--- src/rtl/bp_common_cfg_link_pkg.sv ---
// Config-link register map and boot-sequencer state encoding shared by the
// boot master and the per-tile config endpoints.
package bp_common_cfg_link_pkg;

    localparam int unsigned bp_cfg_link_addr_width_gp = 16;

    localparam logic [bp_cfg_link_addr_width_gp-1:0] bp_cfg_reg_freeze_gp      = 16'h0001;
    localparam logic [bp_cfg_link_addr_width_gp-1:0] bp_cfg_reg_core_id_gp     = 16'h0002;
    localparam logic [bp_cfg_link_addr_width_gp-1:0] bp_cfg_reg_cce_mode_gp    = 16'h0003;
    localparam logic [bp_cfg_link_addr_width_gp-1:0] bp_cfg_mem_ucode_base_gp  = 16'h8000;

    typedef enum logic {
        e_cce_mode_uncached = 1'b0,
        e_cce_mode_normal   = 1'b1
    } bp_cce_mode_e;

    typedef enum logic [2:0] {
        e_boot_freeze   = 3'd0,
        e_boot_core_id  = 3'd1,
        e_boot_ucode_rd = 3'd2,
        e_boot_ucode_wr = 3'd3,
        e_boot_mode     = 3'd4,
        e_boot_unfreeze = 3'd5,
        e_boot_done     = 3'd6
    } bp_cfg_boot_state_e;

endpackage

--- src/rtl/bsg_counter_clear_up.sv ---
// Up counter with synchronous clear; clear takes priority and loads the up bit.
module bsg_counter_clear_up #(
    parameter int unsigned width_p = 8
) (
    input  logic               clk_i,
    input  logic               reset_i,
    input  logic               clear_i,
    input  logic               up_i,
    output logic [width_p-1:0] count_o
);

    logic [width_p-1:0] r_count;

    always_ff @(posedge clk_i) begin
        if (reset_i) begin
            r_count <= '0;
        end else if (clear_i) begin
            r_count <= width_p'(up_i);
        end else if (up_i) begin
            r_count <= r_count + width_p'(1);
        end
    end

    assign count_o = r_count;

endmodule

--- src/rtl/bp_cfg_boot_sequencer.sv ---
// Boot-time config master: freezes, identifies, loads CCE microcode into and
// sets CCE mode on every core, then unfreezes them all.
module bp_cfg_boot_sequencer
    import bp_common_cfg_link_pkg::*;
#(
    parameter int unsigned num_core_p       = 1,
    parameter int unsigned ucode_els_p      = 256,
    parameter int unsigned cfg_addr_width_p = 16,
    parameter int unsigned cfg_data_width_p = 64,
    parameter int unsigned cce_mode_p       = 1,
    localparam int unsigned core_w_lp  = (num_core_p  > 1) ? $clog2(num_core_p)  : 1,
    localparam int unsigned ucode_w_lp = (ucode_els_p > 1) ? $clog2(ucode_els_p) : 1
) (
    input  logic                        clk_i,
    input  logic                        reset_i,
    output logic                        cfg_v_o,
    input  logic                        cfg_ready_i,
    output logic [core_w_lp-1:0]        cfg_core_o,
    output logic [cfg_addr_width_p-1:0] cfg_addr_o,
    output logic [cfg_data_width_p-1:0] cfg_data_o,
    output logic [ucode_w_lp-1:0]       ucode_addr_o,
    input  logic [cfg_data_width_p-1:0] ucode_data_i,
    output logic                        done_o
);

    localparam logic [core_w_lp-1:0]  last_core_lp  = core_w_lp'(num_core_p - 1);
    localparam logic [ucode_w_lp-1:0] last_ucode_lp = ucode_w_lp'(ucode_els_p - 1);

    bp_cfg_boot_state_e r_state, w_state_nxt;

    logic                        r_cfg_v,      w_cfg_v_nxt;
    logic [cfg_addr_width_p-1:0] r_cfg_addr,   w_cfg_addr_nxt;
    logic [cfg_data_width_p-1:0] r_cfg_data,   w_cfg_data_nxt;
    logic                        r_done,       w_done_nxt;
    logic                        r_ucode_cap,  w_ucode_cap_nxt;
    logic [cfg_data_width_p-1:0] r_ucode_data, w_ucode_data_nxt;

    logic                  w_fire;
    logic                  w_load;
    logic                  w_core_clr, w_core_up;
    logic                  w_ucode_clr, w_ucode_up;
    logic [core_w_lp-1:0]  w_core_cnt;
    logic [ucode_w_lp-1:0] w_ucode_cnt;

    assign w_fire = r_cfg_v & cfg_ready_i;

    bsg_counter_clear_up #(.width_p(core_w_lp)) u_core_cnt (
        .clk_i   (clk_i),
        .reset_i (reset_i),
        .clear_i (w_core_clr),
        .up_i    (w_core_up),
        .count_o (w_core_cnt)
    );

    bsg_counter_clear_up #(.width_p(ucode_w_lp)) u_ucode_cnt (
        .clk_i   (clk_i),
        .reset_i (reset_i),
        .clear_i (w_ucode_clr),
        .up_i    (w_ucode_up),
        .count_o (w_ucode_cnt)
    );

    // State register and registered link payload
    always_ff @(posedge clk_i) begin
        if (reset_i) begin
            r_state      <= e_boot_freeze;
            r_cfg_v      <= 1'b0;
            r_cfg_addr   <= '0;
            r_cfg_data   <= '0;
            r_done       <= 1'b0;
            r_ucode_cap  <= 1'b0;
            r_ucode_data <= '0;
        end else begin
            r_state      <= w_state_nxt;
            r_cfg_v      <= w_cfg_v_nxt;
            r_cfg_addr   <= w_cfg_addr_nxt;
            r_cfg_data   <= w_cfg_data_nxt;
            r_done       <= w_done_nxt;
            r_ucode_cap  <= w_ucode_cap_nxt;
            r_ucode_data <= w_ucode_data_nxt;
        end
    end

    // Next state, counter control, and payload for the beat offered next cycle
    always_comb begin
        w_state_nxt      = r_state;
        w_cfg_v_nxt      = r_cfg_v;
        w_cfg_addr_nxt   = r_cfg_addr;
        w_cfg_data_nxt   = r_cfg_data;
        w_done_nxt       = r_done;
        w_ucode_cap_nxt  = r_ucode_cap;
        w_ucode_data_nxt = r_ucode_data;
        w_load           = 1'b0;
        w_core_clr       = 1'b0;
        w_core_up        = 1'b0;
        w_ucode_clr      = 1'b0;
        w_ucode_up       = 1'b0;

        case (r_state)
            e_boot_freeze: begin
                // Out of reset nothing is on the link yet; present FREEZE first.
                if (!r_cfg_v) begin
                    w_load = 1'b1;
                end else if (w_fire) begin
                    w_state_nxt = e_boot_core_id;
                    w_load      = 1'b1;
                end
            end
            e_boot_core_id: begin
                if (w_fire) begin
                    w_state_nxt = e_boot_ucode_rd;
                    w_ucode_clr = 1'b1;
                    w_load      = 1'b1;
                end
            end
            e_boot_ucode_rd: begin
                w_state_nxt = e_boot_ucode_wr;
                w_load      = 1'b1;
            end
            e_boot_ucode_wr: begin
                // ROM word is taken once; stalled cycles replay the held copy.
                if (!r_ucode_cap) begin
                    w_ucode_data_nxt = ucode_data_i;
                    w_ucode_cap_nxt  = 1'b1;
                end
                if (w_fire) begin
                    w_ucode_cap_nxt = 1'b0;
                    w_load          = 1'b1;
                    if (w_ucode_cnt == last_ucode_lp) begin
                        w_state_nxt = e_boot_mode;
                    end else begin
                        w_state_nxt = e_boot_ucode_rd;
                        w_ucode_up  = 1'b1;
                    end
                end
            end
            e_boot_mode: begin
                if (w_fire) begin
                    w_load = 1'b1;
                    if (w_core_cnt == last_core_lp) begin
                        w_state_nxt = e_boot_unfreeze;
                        w_core_clr  = 1'b1;
                    end else begin
                        w_state_nxt = e_boot_freeze;
                        w_core_up   = 1'b1;
                    end
                end
            end
            e_boot_unfreeze: begin
                if (w_fire) begin
                    w_load = 1'b1;
                    if (w_core_cnt == last_core_lp) begin
                        w_state_nxt = e_boot_done;
                    end else begin
                        w_core_up = 1'b1;
                    end
                end
            end
            e_boot_done: begin
                w_state_nxt = e_boot_done;
            end
            default: begin
                w_state_nxt = e_boot_freeze;
            end
        endcase

        if (w_load) begin
            case (w_state_nxt)
                e_boot_freeze: begin
                    w_cfg_v_nxt    = 1'b1;
                    w_cfg_addr_nxt = cfg_addr_width_p'(bp_cfg_reg_freeze_gp);
                    w_cfg_data_nxt = cfg_data_width_p'(1);
                end
                e_boot_core_id: begin
                    w_cfg_v_nxt    = 1'b1;
                    w_cfg_addr_nxt = cfg_addr_width_p'(bp_cfg_reg_core_id_gp);
                    w_cfg_data_nxt = cfg_data_width_p'(w_core_cnt);
                end
                e_boot_ucode_wr: begin
                    w_cfg_v_nxt    = 1'b1;
                    w_cfg_addr_nxt = cfg_addr_width_p'(bp_cfg_mem_ucode_base_gp)
                                   + cfg_addr_width_p'(w_ucode_cnt);
                    w_cfg_data_nxt = '0;
                end
                e_boot_mode: begin
                    w_cfg_v_nxt    = 1'b1;
                    w_cfg_addr_nxt = cfg_addr_width_p'(bp_cfg_reg_cce_mode_gp);
                    w_cfg_data_nxt = cfg_data_width_p'(cce_mode_p);
                end
                e_boot_unfreeze: begin
                    w_cfg_v_nxt    = 1'b1;
                    w_cfg_addr_nxt = cfg_addr_width_p'(bp_cfg_reg_freeze_gp);
                    w_cfg_data_nxt = '0;
                end
                e_boot_done: begin
                    w_cfg_v_nxt    = 1'b0;
                    w_cfg_addr_nxt = '0;
                    w_cfg_data_nxt = '0;
                    w_done_nxt     = 1'b1;
                end
                default: begin
                    w_cfg_v_nxt    = 1'b0;
                    w_cfg_addr_nxt = '0;
                    w_cfg_data_nxt = '0;
                end
            endcase
        end
    end

    // First UCODE_WR cycle forwards the ROM word as it arrives, later cycles the held copy
    assign cfg_data_o   = (r_state == e_boot_ucode_wr)
                        ? (r_ucode_cap ? r_ucode_data : ucode_data_i)
                        : r_cfg_data;
    assign cfg_v_o      = r_cfg_v;
    assign cfg_core_o   = w_core_cnt;
    assign cfg_addr_o   = r_cfg_addr;
    assign ucode_addr_o = w_ucode_cnt;
    assign done_o       = r_done;

endmodule

--- config.mk ---
export PLATFORM = sky130hd
export DESIGN_NAME = bp_cfg_boot_sequencer
export DESIGN_NICKNAME = d
export VERILOG_FILES = /design/src/rtl/bp_common_cfg_link_pkg.sv /design/src/rtl/bsg_counter_clear_up.sv /design/src/rtl/bp_cfg_boot_sequencer.sv
export SDC_FILE = /design/constraint.sdc
export NUM_CORES = 1
export LEC_CHECK = 0
export CORE_ASPECT_RATIO = 1.2
export CORE_MARGIN = 2
export CORE_UTILIZATION = 55
export DETAILED_ROUTE_END_ITERATION = 10
export DONT_BUFFER_PORTS = 1
export PLACE_DENSITY = 0.85
export SKIP_CTS_REPAIR_TIMING = 1
export SYNTH_ARGS = -nofsm -noshare
export SYNTH_HDL_FRONTEND = slang
export SYNTH_SLANG_ARGS = --single-unit
--- constraint.sdc ---
create_clock -name clk_i -period 1.6 [get_ports clk_i]
set_input_delay 0.16 -clock clk_i [delete_from_list [all_inputs] [get_ports clk_i]]
set_output_delay 0.16 -clock clk_i [all_outputs]
set_load 0.01 [all_outputs]
; ---- Word-level counts from Yosys, hierarchy flattened
; Cells that the tools add are included.
[op_classes]
n_addsub = 3
n_eq_ne = 12
n_mux = 33
bitwise = 1
n_reduce_logical = 11
[ops]
columns = cell, n
row1 = $mux 64, 2
row2 = $pmux 16 s4, 1
row3 = $mux 3, 9
row4 = $pmux 3 s7, 1
row5 = $eq 3x3->1 const B, 6
row6 = $mux 1, 18
row7 = $add 16x8->16 const A, 1
row8 = $eq 3x2->1 const B, 3
row9 = $add 8x1->8 const B, 1
row10 = $eq 8x8->1 const B, 1
row11 = $reduce_or 2->1, 4
row12 = $eq 3x1->1 const B, 2
row13 = $logic_not 3->1, 2
row14 = $reduce_or 5->1, 1
row15 = $reduce_bool 2->1, 2
row16 = $reduce_or 4->1, 1
row17 = $pmux 1 s3, 1
row18 = $pmux 1 s2, 1
row19 = $reduce_and 2->1, 1
row20 = $add 1x1->1 const B, 1
row21 = $and 1x1->1, 1
[totals]
ff_bits = 159
inputBits = 67
out_inout_bits = 91

; ---- Depth between registers and ports, before layout
; Gate-level depths: netlist (run 1).
[depth]
depth_word = 7
depth_mapped = 7
depth_no_buf = 6

; ---- Hierarchy
; From an unflattened synthesis (run 1), not the netlist that was laid out.
[unflattened]
cells_unflattened = 567
hier_area_um2 = 4347.9
[modules_own_cells]
columns = module, n_inst, cells_per_inst, area_each_um2, seq_area_each_um2
row1 = bp_cfg_boot_sequencer, 1, 525, 3961.3, 1601.5
row2 = bsg_counter_clear_up (u_ucode_cnt), 1, 37, 337.8, 160.2
row3 = bsg_counter_clear_up (u_core_cnt), 1, 5, 48.8, 20.0

; ---- Worst setup path after synthesis (run 1)
; OpenSTA, ideal clock, no wires.
[synth_path]
path_type = reg2reg
from = register u_ucode_cnt.r_count[1], in the netlist u_ucode_cnt.count_o[1]
to = register r_cfg_addr[0], in the netlist cfg_addr_o[0]
setup_ns = 0.079
arrival_time_ns = 1.743
t_required_ns = 1.521
slack_ns = -0.222
path_stages_with_launch = 7
n_path_buf = 0
cell_sequence = dfxtp_1 ha_1 nand3_2 o21a_1 a221oi_4 mux2_4 a211oi_2
[synth_via]
elab_chain_len = 7
elab_cells_between_ends = 11
[synth_rtl]
columns = item, line
row1 = from (decl), bsg_counter_clear_up.sv:12  ; logic [width_p-1:0] r_count;
row2 = from (signal assigned), bsg_counter_clear_up.sv:18  ; r_count <= width_p'(up_i);
row3 = from (signal assigned), bsg_counter_clear_up.sv:20  ; r_count <= r_count + width_p'(1);
row4 = $eq 8x8->1 *, bp_cfg_boot_sequencer.sv:129  ; if (w_ucode_cnt == last_ucode_lp) begin
row5 = $mux 3 *, bp_cfg_boot_sequencer.sv:129
row6 = $mux 3 *, bp_cfg_boot_sequencer.sv:126  ; if (w_fire) begin
row7 = $pmux 3 s7 *, bp_cfg_boot_sequencer.sv:99  ; case (r_state)
row8 = $eq 3x3->1 or $logic_not 3->1 (tied branches), bp_cfg_boot_sequencer.sv:168  ; case (w_state_nxt)
row9 = $reduce_or 2->1 (no source line), -
row10 = $pmux 16 s4 *, bp_cfg_boot_sequencer.sv:168
row11 = to (signal assigned), bp_cfg_boot_sequencer.sv:76  ; r_cfg_addr <= w_cfg_addr_nxt;
row12 = to (decl), bp_cfg_boot_sequencer.sv:32  ; logic [cfg_addr_width_p-1:0] r_cfg_addr, w_cfg_addr_nxt;
; Mark *: on every way between the ends. The rest lies on a longest branch, timed or not.
; A chain may end at the register's enable or synchronous reset.

; ---- Worst setup path in the final report (run 1)
[layout_path]
from = register r_state[2]
to = output port cfg_data_o[24]
[layout_via]
elab_chain_len = 2
[layout_rtl]
columns = item, line
row1 = from (decl), bp_cfg_boot_sequencer.sv:29  ; bp_cfg_boot_state_e r_state, w_state_nxt;
row2 = from (signal assigned), bp_cfg_boot_sequencer.sv:66  ; r_state <= e_boot_freeze;
row3 = from (signal assigned), bp_cfg_boot_sequencer.sv:74  ; r_state <= w_state_nxt;
row4 = $eq 3x2->1, bp_cfg_boot_sequencer.sv:211  ; assign cfg_data_o = (r_state == e_boot_ucode_wr)
row5 = $mux 64, bp_cfg_boot_sequencer.sv:212  ; ? (r_ucode_cap ? r_ucode_data : ucode_data_i)
row6 = to (decl), bp_cfg_boot_sequencer.sv:20  ; output logic [cfg_data_width_p-1:0] cfg_data_o,
; No other way between the ends.

==> out/qor.yml, run 1 <==
status: "complete, but fails checks"
violations: "hold timing, setup timing"
rows: 35
clock_path_buffers: 2
place.detailed.hpwl_mm: 8.18
core_um2: 7750
wl_met1_mm: 4.50
rsz0062_at_grt: "yes"
ant_nets: 0
switching_share_pct: 33.3
synth.most_common_cell: "nand2_1"
finalWirelength_mm: 12.7
power_frac_seq_pct: 42.0
power_frac_clock_pct: 25.2
yosysTopAreaCellShare_pct: 40.1
vdd_drop_max_mv: 0.788
fin_nets: 716
yosysTopAreaCell: "dfxtp_1"
slew_violations: 0
async_flop_share_pct: 0
tns_ns: -2.15
min_path_type: "in -> reg"
ioPinCount: 158
synth.area.top_cells: "dfxtp_1, mux2i_1, nand2_1"
max_freq_mhz: 585
pwr-share-comb_pct: 32.8
synth.avg_cell_area_um2: 7.82
htreeDepth: 3
p_total_mw: 6.22
fp.dieArea_um2: 8820
drive_above_1_share_pct: 30.3
synth-main-ff-cell: "dfxtp_1"
setup_slack_ns: -0.109
setup.worst_path.end_class: "output pin"
initial_core_util_pct: 57.3
finalClockSkew_ns: 0.0146
cp.arrival_ns: 1.55
grt_use_total_pct: 24.6
setup_viol: 54
clkTransAtPathRegs_ns: 0.09
finalCriticalPeriod_ns: 1.71
wl_per_cell_um: 17.1
die_w_um: 86.1
synth_area_um2: 4440
cp_max_fo: 13
power_density_nw_per_um2: 1070
yosysUniqueCellTypes: 50
postPlaceCellArea_um2: 5180
grt_first_pass_wirelength_mm: 17.5
synth_common_cells: "nand2_1, dfxtp_1, nor2_1"
grt_pass1_vias: 3935
routed-wl-met2_mm: 6.85
synth-seq-cells: 89
synth_edf_count: 0
worst_hold_slack_ns: -0.130
grt_max_degree: 85
overflow: 0
fp.dieH_um: 102
clk_latency_ns: 0.35
cts_made_buffers: 9
routed.top_layer: "met4"
syn_inst: 568
place.gp.congestion: 0.849
yosysWarnings: 0
worstPathRequired_ns: 1.44
drcViolationCount: 0
cts_tree: "yes"
intPower_mw: 4.15
hold_violations: 80
n_antenna_cell: 0
min_period_over_period_pct: 107
p_leak_nw: 2.14
netSwitchingPower_mw: 2.07
critPathKind: "reg -> out"
startpoint_type: "register"
ys_seq_area_share_pct: 40.1
vias: 4304
cts-root-buf: "clkbuf_8"
viasPerCell: 5.78
areaGrowthSynthToFinish_pct: 30.3
drt_iter0_markers: 284
nFillCells: 562
fin_area_um2: 5790
antenna_found_initial: 0
firstDrtPassIters: 4
cts.sinks: 89
drv_cap: 0
wl_met3_um: 973
io_buffers: 0
[logic make-up (layout without fill, tap and decap cells)]
logic type      after synthesis  after routing  synth area share (%)
compound gates               96             96                  13.2
flops                        89             89                  40.1
buf+inv                      53            132                  6.17
simple gates                256            256                  24.0
mux                          65             65                  14.8
other cells                   1              7                0.0844
xor+xnor                      7              7                  1.38
fa+ha+maj                     1              1                 0.281
[worst paths after layout]
kind                                  startpoint               end  slack [ns]  cells after the start
worst max-delay path                  r_state[2]    cfg_data_o[24]       -0.11                      5
worst min-delay path                     reset_i        r_state[1]       -0.13                      1
worst max register to register        r_state[1]     cfg_addr_o[1]           0                      6
worst min register to register  r_ucode_data[10]  r_ucode_data[10]        0.45                      2
[state kept, by name, indices dropped and copies added, names as in the netlist]
name	cells
r_ucode_cap	1
r_ucode_data	64
r_state	3
r_cfg_data	1
u_core_cnt.count_o	1
done_o	1
cfg_addr_o	9
u_ucode_cnt.count_o	8
cfg_v_o	1
[area by class of cell]
| class | count | area [um2] | share of cell area, % |
|---|---|---|---|
| multi-input combinational | 432 | 2620 | 45.2 |
| tap | 92 | 115 | 1.99 |
| clock inverter | 4 | 32.5 | 0.562 |
| inverter | 2 | 7.51 | 0.130 |
| timing repair buffer | 114 | 1030 | 17.8 |
| sequential | 89 | 1810 | 31.2 |
| clock buffer | 12 | 176 | 3.05 |
[critical path, cell delays in order, from the launching register on]
cell	delay [ns]
dfxtp_4	0.38
nand3b_4	0.19
buf_12	0.17
buf_16	0.16
nor2_1	0.14
buf_4	0.15
[layer usage]
layer	up-vias	GRT usage [%]
met3	44	5.25
met5	-	0
li1	2040	-
met1	2019	27.0
met2	201	45.0
met4	0	11.5
[per-stage QoR]
stage	setup slack [ns]	cells	utilization (%)	hold WS [ns]
6_report	-0.109	745	74.7	-0.130
5_1_grt	-0.163	745	74.7	-0.158
4_1_cts	-0.374	734	69.6	-0.141
3_5_place_dp	-0.0624	718	66.9	0.236
3_3_place_gp	0.0222	718	66.9	0.235
2_1_floorplan	-0.0476	574	-	0.296
[power by group through the flow]
stage	clock, mW	combinational, mW	sequential (mW)
global placement	0	1.73	2.63
finish	1.57	2.04	2.61
CTS	1.59	1.79	2.59
detailed placement	0	1.79	2.64
floorplan	0	1.32	2.55
global route	1.71	2.18	2.64
[cell usage in the layout (no fill, tap or decap), types with 5 or more instances in the layout]
| cell | instances |
|---|---|
| mux2i_1 | 54 |
| clkbuf_8 | 11 |
| a21oi_1 | 70 |
| nor3_1 | 6 |
| dfxtp_1 | 79 |
| dfxtp_4 | 6 |
| a22oi_1 | 6 |
| nor2_4 | 10 |
| buf_4 | 96 |
| buf_12 | 5 |
| nand2_1 | 140 |
| mux2i_2 | 8 |
| nor2_2 | 23 |
| nor2_1 | 53 |
| buf_6 | 7 |
| conb_1 | 7 |
Note: power is estimated with default switching activity, not from simulation.
==> inputs of run 2 (changes only) <==
Settings changed: CORE_UTILIZATION 55 to 49, DONT_BUFFER_PORTS 1 to not set, PLACE_DENSITY 0.85 to 0.95.
Clock period 1.6 ns to 2.01 ns, I/O delays scaled along.
==> out/qor.yml, run 2 (synthesized netlist as in run 1, its figures left out) <==
power_frac_seq_pct: 38.7
min_path_type: "in -> reg"
setup_viol: 1
rows: 38
power_frac_clock_pct: 27.4
switching_share_pct: 31.2
cts-root-buf: "clkbuf_8"
cp.arrival_ns: 1.83
core_um2: 8940
antenna_found_initial: 0
power_density_nw_per_um2: 788
slew_violations: 0
worstPathRequired_ns: 1.81
drt_iter0_markers: 287
fin_cells: 839
startpoint_type: "register"
regMostFlops: "r_ucode_data"
tns_ns: -0.0243
vias: 4545
initial_core_util_pct: 49.7
grt_pass1_vias: 4183
vdd_drop_max_mv: 0.611
layout_common_cells: "nand2_1, clkdlybuf4s50_1, dfxtp_1"
cts_made_buffers: 9
p_total_mw: 5.20
status: "complete, but fails checks"
grt_first_pass_wirelength_mm: 19.5
setup.worst_path.end_class: "output pin"
grt_max_degree: 60
max_freq_mhz: 492
mostFrequentLayoutCell: "nand2_1"
worst_pin_slew_ns: 0.715
drive_above_1_share_pct: 9.04
drcViolationCount: 0
place.gp.congestion: 0.914
drv_cap: 0
areaGrowthSynthToFinish_pct: 48.3
firstDrtPassIters: 5
htreeDepth: 3
cts.sinks: 89
nFillCells: 624
setup_slack_ns: -0.0243
cts_tree: "yes"
slew_headroom_pct: 52.2
finalClockSkew_ns: 0.0116
violations: "setup timing"
intPower_mw: 3.57
wl_per_cell_um: 15.7
viasPerCell: 5.42
netSwitchingPower_mw: 1.62
place_inst: 810
worst_hold_slack_ns: 0.163
clkTransAtPathRegs_ns: 0.09
clock_path_buffers: 2
ioPinCount: 158
largest_reg_flops: 64
ant_nets: 0
place.detailed.hpwl_mm: 8.75
fp.dieH_um: 108
pwr-share-comb_pct: 33.9
fp.dieArea_um2: 9850
rsz0062_at_grt: "yes"
io_buffers: 150
finalWirelength_mm: 13.2
finalCriticalPeriod_ns: 2.03
n_antenna_cell: 0
grt_use_total_pct: 23.9
die_w_um: 90.9
overflow: 0
critPathKind: "reg -> out"
hold_violations: 0
p_leak_nw: 3.24
fin_nets: 782
min_period_over_period_pct: 101
clk_latency_ns: 0.35
cp_max_fo: 11
-- run 2: metal layers --
metal  routed length [um]  track usage [%]  vias to the layer above
li1                     -                -                     2177
met1                 5080             28.0                     2133
met3                  789             4.32                       23
met2                 7070             44.3                      212
met5                    0                0                        -
met4                  226             7.68                        0
-- run 2: worst max-delay path: stages, from the launching register on --
cell and delay, ns:
dfxtp_4 0.37, buf_4 0.14, buf_12 0.14, mux2i_1 0.13, nor2_1 0.13, clkdlybuf4s50_1 0.57
-- run 2: final timing paths --
path / slack [ns] / depth (start not counted) / start / to
worst max register to register: 0.12 / 6 / u_ucode_cnt.count_o[1] / cfg_addr_o[0]
worst min register to register: 0.45 / 2 / r_ucode_data[33] / r_ucode_data[33]
worst min-delay path: 0.16 / 2 / reset_i / cfg_addr_o[0]
worst max-delay path: -0.02 / 5 / r_ucode_cap / cfg_data_o[11]
-- run 2: power by group through the flow --
stage / sequential [mW] / combinational (mW) / clock (mW)
floorplan: 2.03 / 1.05 / 0
global placement: 2.05 / 1.59 / 0
detailed placement: 2.06 / 1.65 / 0
CTS: 2.02 / 1.67 / 1.45
global route: 2.03 / 1.89 / 1.51
finish: 2.01 / 1.76 / 1.42
-- run 2: final cells by class --
| type | instances | area [um2] | share of cell area (%) |
|---|---|---|---|
| inverters | 2 | 7.51 | 0.114 |
| clock buffers | 12 | 166 | 2.52 |
| well taps | 120 | 150 | 2.28 |
| repair buffers | 180 | 1990 | 30.1 |
| multi-input cells | 432 | 2420 | 36.7 |
| flip-flops and latches | 89 | 1790 | 27.1 |
| clock inverters | 4 | 72.6 | 1.10 |
-- run 2: metrics by stage --
stage	cell area (um2)	util, %	setup slack (ns)
3_5_place_dp	6050	67.7	0.0526
2_1_floorplan	4470	-	0.188
4_1_cts	6290	70.3	-0.124
6_report	6590	73.8	-0.0243
5_1_grt	6590	73.8	-0.0726
3_3_place_gp	6050	67.7	0.200
